### config.mk
export PLATFORM = sky130hd
export DESIGN_NAME = bitscan_encoder_8x3
export DESIGN_NICKNAME = d
export VERILOG_FILES = /design/src/rtl/bitscan_encoder_8x3.sv
export SDC_FILE = /design/constraint.sdc
export NUM_CORES = 1
export LEC_CHECK = 0
export BUFFER_PORTS_ARGS = -buffer_cell sky130_fd_sc_hd__buf_2
export CAP_MARGIN = 25
export CELL_PAD_IN_SITES_DETAIL_PLACEMENT = 0
export CELL_PAD_IN_SITES_GLOBAL_PLACEMENT = 1
export CORE_MARGIN = 2
export CORE_UTILIZATION = 31
export CTS_CLUSTER_SIZE = 10
export DETAILED_ROUTE_END_ITERATION = 7
export HOLD_SLACK_MARGIN = 0.05
export PLACE_DENSITY_LB_ADDON = 0.1
export SKIP_CTS_REPAIR_TIMING = 1
export SLEW_MARGIN = 25
export SYNTH_ARGS = -nofsm -noshare
export SYNTH_HDL_FRONTEND = slang
export SYNTH_SLANG_ARGS = --single-unit
### constraint.sdc
create_clock -name clk -period 1.4 [get_ports clk]
set_clock_uncertainty 0.05 [all_clocks]
set_input_delay 0.35 -clock clk [delete_from_list [all_inputs] [get_ports clk]]
set_output_delay 0.35 -clock clk [all_outputs]
set_load 0.1 [all_outputs]
### src/rtl/bitscan_encoder_8x3.sv
// bitscan_encoder_8x3: streams the 3-bit index of each set bit of an 8-bit vector, one per handshake beat
module bitscan_encoder_8x3 #(
  parameter bit MSB_FIRST = 1'b0
) (
  input  logic       clk,
  input  logic       rst,
  input  logic       in_valid,
  output logic       in_ready,
  input  logic [7:0] in,
  output logic       out_valid,
  input  logic       out_ready,
  output logic [2:0] out,
  output logic       out_last,
  output logic       zero
);
  typedef enum logic {IDLE, EMIT} state_t;
  state_t     state;
  logic [7:0] pending;
  logic [2:0] idx;
  logic       single;
  // later iterations win, so walk toward the bit that must be emitted first
  always_comb begin
    idx = '0;
    for (int i = 0; i < 8; i++)
      if (pending[MSB_FIRST ? i : 7 - i]) idx = 3'(MSB_FIRST ? i : 7 - i);
  end
  assign single    = (pending & (pending - 8'd1)) == 8'd0;
  assign in_ready  = state == IDLE;
  assign out_valid = state == EMIT;
  assign out       = out_valid ? idx : '0;
  assign out_last  = out_valid && single;
  always_ff @(posedge clk) begin
    if (rst) begin
      state   <= IDLE;
      pending <= '0;
      zero    <= 1'b0;
    end else begin
      zero <= in_ready && in_valid && in == '0;
      if (state == IDLE) begin
        if (in_valid && in != '0) begin
          pending <= in;
          state   <= EMIT;
        end
      end else if (out_ready) begin
        pending <= out_last ? '0 : pending & ~(8'd1 << idx);
        state   <= out_last ? IDLE : EMIT;
      end
    end
  end
endmodule

; After elaboration in Yosys (flattened, before gate mapping)
; Cells that the tools add are included.
[op_classes]
add_sub_neg = 1
eq_ne = 1
n_shift = 1
mux = 17
bitwise_logic = 4
reduce_logical = 9
[ops]
columns = operator, n
row1 = $mux W8, 4
row2 = $mux W3, 9
row3 = $and A8 B8 Y8, 2
row4 = $logic_not A8 Y1, 2
row5 = $not A8 Y8, 1
row6 = $reduce_bool A8 Y1, 1
row7 = $shl A1 B3 Y8 const A, 1
row8 = $sub A8 B1 Y8 const B, 1
row9 = $logic_and A1 B1 Y1, 4
row10 = $mux W1, 4
row11 = $ne A2 B2 Y1 const B, 1
row12 = $reduce_and A2 Y1, 1
row13 = $reduce_bool A2 Y1, 1
row14 = $not A1 Y1, 1
[word_totals]
regBits = 10
out_inout_bits = 7
elab_cells = 36

; Logic depth before layout (Yosys ltp)
[logic_depth]
ltp_word = 14
mapped_depth = 7

; Worst setup path after synthesis
; Ideal clock, no wire load.
[synth_path]
path_type = reg-to-output
start = reg state (netlist: out_valid)
end = out out[0]
arrival_ps = 3992
setup_slack_ps = -2992
path_stages_with_launch = 4
n_path_buf = 1
cell_sequence = dfxtp_1 > buf_6 > inv_1 > a211oi_1
[synth_between]
elab_chain_len = 1
[synth_rtl]
columns = item, line
row1 = "start, declared", 17  ; state_t state;
row2 = "start signal, assigned", 46  ; state <= out_last ? IDLE : EMIT;
row3 = $mux W3, 30  ; assign out = out_valid ? idx : '0;
row4 = "end, declared", 12  ; output logic [2:0] out,
; No other way between the ends.

; Worst setup path in the final report
[layout_path]
start = reg pending[0]
end = out out_last
[layout_between]
elab_chain_len = 4
[layout_rtl]
columns = item, line
row1 = "start, declared", 18  ; logic [7:0] pending;
row2 = "start signal, assigned", 41  ; pending <= in;
row3 = "start signal, assigned", 45  ; pending <= out_last ? '0 : pending & ~(8'd1 << idx);
row4 = $sub A8 B1 Y8, 27  ; assign single = (pending & (pending - 8'd1)) == 8'd0;
row5 = $and A8 B8 Y8 *, 27
row6 = $logic_not A8 Y1 *, 27
row7 = $logic_and A1 B1 Y1 *, 31  ; assign out_last = out_valid && single;
row8 = "end, declared", 13  ; output logic out_last,
; Every way passes the cells marked *; elsewhere a longest branch is shown, timed or not.

==> results.yml <==
placement:
  hpwl_um: 1770
  dp_slack_ps: -382
  gp_congestion: 0.777
  port_buffers: 18
floorplan:
  chipHeight_um: 49.7
  io_pins: 19
  fp.dieW_um: 49.7
  core_area_um2: 1960
  dieArea_um2: 2470
  initial_utilization_pct: 33.0
  num_rows: 16
setup_path:
  critPathTopFamily: "simple AND/OR/NAND/NOR gates"
  cp-start-kind: "flip-flop"
  critPathRequiredTime_ps: 1000
  cp_max_fo: 4
  crit_arrival_ps: 1560
  cp_num_buf_inv: 1
  cp-end-kind: "output pin"
  cpMaxStageDelayCell: "dfxtp_4"
  worstPathCellList: "nor4_4 > a22oi_2 > nor3_4 > buf_12"
  cp_slowest_stage_delay_ps: 380
  critPathKind: "flip-flop to output pin"
power_and_ir_drop:
  irDropWorstVdd_v: 0.000607
  power_leakage_nw: 0.595
  power_w: 0.00127
  pwr_density_cell_nw_per_um2: 858
timing:
  rsz0062_at_grt: "true"
  fmax_mhz: 510
  setup_viol: 12
  finalMaxSlewViolations: 0
  slew_headroom_pct: 71.2
  finalHoldViolCount: 0
  min_period_over_period_pct: 140
  fin_crit_ps: 1960
  worst_slew_pin_slew_ps: 427
  fin_ws_ps: -560
final_layout:
  area_growth_syn_to_layout_pct: 128
  seqCellArea_um2: 219
  diodes: 0
  fill_cells: 159
  drive_above_1_share_pct: 74.6
  multi_input_comb_area_um2: 583
  final_util_pct: 75.3
  nets: 155
synthesis:
  syn_inst: 81
  syn_nets: 93
  yosysWarnings: 0
  ys_ff_latch: 10
  ys_types: 26
  synth_area_um2: 648
  synth.avg_cell_area_um2: 8.00
  ys_seq_area_share_pct: 30.9
global_route:
  antenna_found_initial: 0
  overflow: 0
  busiest_layer: "met2"
  use_met1_pct: 22.7
  met3_usage_pct: 6.97
  met2_usage_pct: 36.7
  grt.total_usage_pct: 20.1
  grt_pass1_wl_um: 3750
  grt_pass1_vias: 870
  grt_max_degree: 12
cts:
  cts-root-buf: "clkbuf_4"
  max-clock-path-buffers: 2
  clk_latency_ps: 270
  cts_tree: "yes"
  htreeDepth: 1
  cts_buffers: 3
  numClockSinks: 10
  clk_pin_slew_ps: 70
route:
  drtIter0Drc: 22
  wire_per_inst_um: 15.9
  vias: 904
  routed_wirelength_um: 2690
  via_per_inst: 5.35
  antenna_left: 0
  dr.pass1.iters: 4
  drc: 0
run_status:
  status: "complete, but fails checks"
  violations: "negative setup slack"
hold_path:
  holdCritPathClass: "primary input to flip-flop"
run:
  max-cap-violations: 0
[metal layers]
layer | routed length, um | part of all wire (%)
met1 | 1110 | 41
met4 | 7 | 0.26
met5 | 0 | 0
met3 | 112 | 4.2
met2 | 1460 | 54
[per-stage QoR]
step           hold slack (ps)  setup TNS, ps  std cells  area (um^2)
6_report                   223          -3890        169         1480
4_1_cts                    211          -4560        161         1250
3_5_place_dp               505          -3350        157         1210
3_3_place_gp               494          -2900        157         1210
2_1_floorplan              391          -5850         81          761
5_1_grt                    224          -4450        169         1480
[placed cells by master, fill, tap and decap left out, types with 2 or more instances in the layout]
master / Yosys / final
clkbuf_4: 0 / 3
buf_12: 0 / 8
buf_2: 0 / 11
o31ai_4: 0 / 2
buf_4: 0 / 39
a21oi_4: 0 / 2
a32oi_1: 6 / 5
nor2_1: 6 / 3
a21oi_1: 6 / 3
a211oi_1: 5 / 2
o22ai_1: 5 / 5
nor4_4: 0 / 2
dfxtp_2: 0 / 6
dfxtp_4: 0 / 3
nor2_4: 0 / 2
buf_6: 3 / 7
inv_1: 4 / 3
a211oi_4: 0 / 3
nand3_1: 3 / 3
a22oi_2: 0 / 2
nand2_1: 7 / 5
[cell type report]
type,count,share of cell area [%]
tap,27,2.29
inverter,4,1.27
clock buffer,4,2.46
timing repair buffer,65,39.7
sequential,10,14.8
multi-input combinational,59,39.5
[path summary, 6_finish.rpt]
path	end	cells past startpoint	from	slack [ps]
min reg2reg	out_valid	2	out_valid	590
min	out_valid	2	out_ready	220
max reg2reg	pending[3]	6	pending[0]	-290
max	out_last	4	pending[0]	-560
[where the power goes]
part | switching (W) | total, W | leakage (nW) | internal (W)
sequential | 0.0000377 | 0.000342 | 0.0864 | 0.000304
combinational | 0.000340 | 0.000653 | 0.487 | 0.000314
clock | 0.000114 | 0.000273 | 0.0210 | 0.000158
total | 0.000492 | 0.00127 | 0.595 | 0.000776
[worst reg2reg max path, cell delays in order, from the launching register on]
cell and delay, ps:
dfxtp_4 380, nor4_4 330, a22oi_2 160, buf_4 170
o31ai_4 250, buf_6 160, o22ai_1 60
[cells by family after synthesis]
family | Yosys count | synth area share [%]
AOI/OAI and AO/OA | 33 | 36.7
and+or+nand+nor | 26 | 22.0
buffers and inverters | 12 | 10.4
DFF | 10 | 30.9
[cells in the mapped netlist]
cell      number  area (um^2)
nand3b_1       1         7.51
nor4_2         1         12.5
a32oi_1        6         52.6
clkbuf_1       5         18.8
a211oi_1       5         37.5
nand2_1        7         26.3
o22ai_1        5         31.3
nor4_1         3         18.8
nor2_1         6         22.5
nand3_1        3         15.0
o31ai_2        1         12.5
buf_6          3         33.8
a21oi_1        6         30.0
o21ai_0        2         10.0
o21bai_1       1         7.51
nand2b_1       1         6.26
nor2b_4        1         13.8
o211ai_1       1         7.51
o31ai_1        1         7.51
inv_1          4         15.0
o311ai_0       1         8.76
or4b_1         1         10.0
a21bo_1        1         10.0
dfxtp_1       10          200
a22oi_1        3         22.5
nor3_1         2         10.0
[sequential cells by signal, summed over array words and instances, names as in the netlist]
register,flops
zero,1
out_valid,1
pending,8
Power figures use the tool's default switching activity.
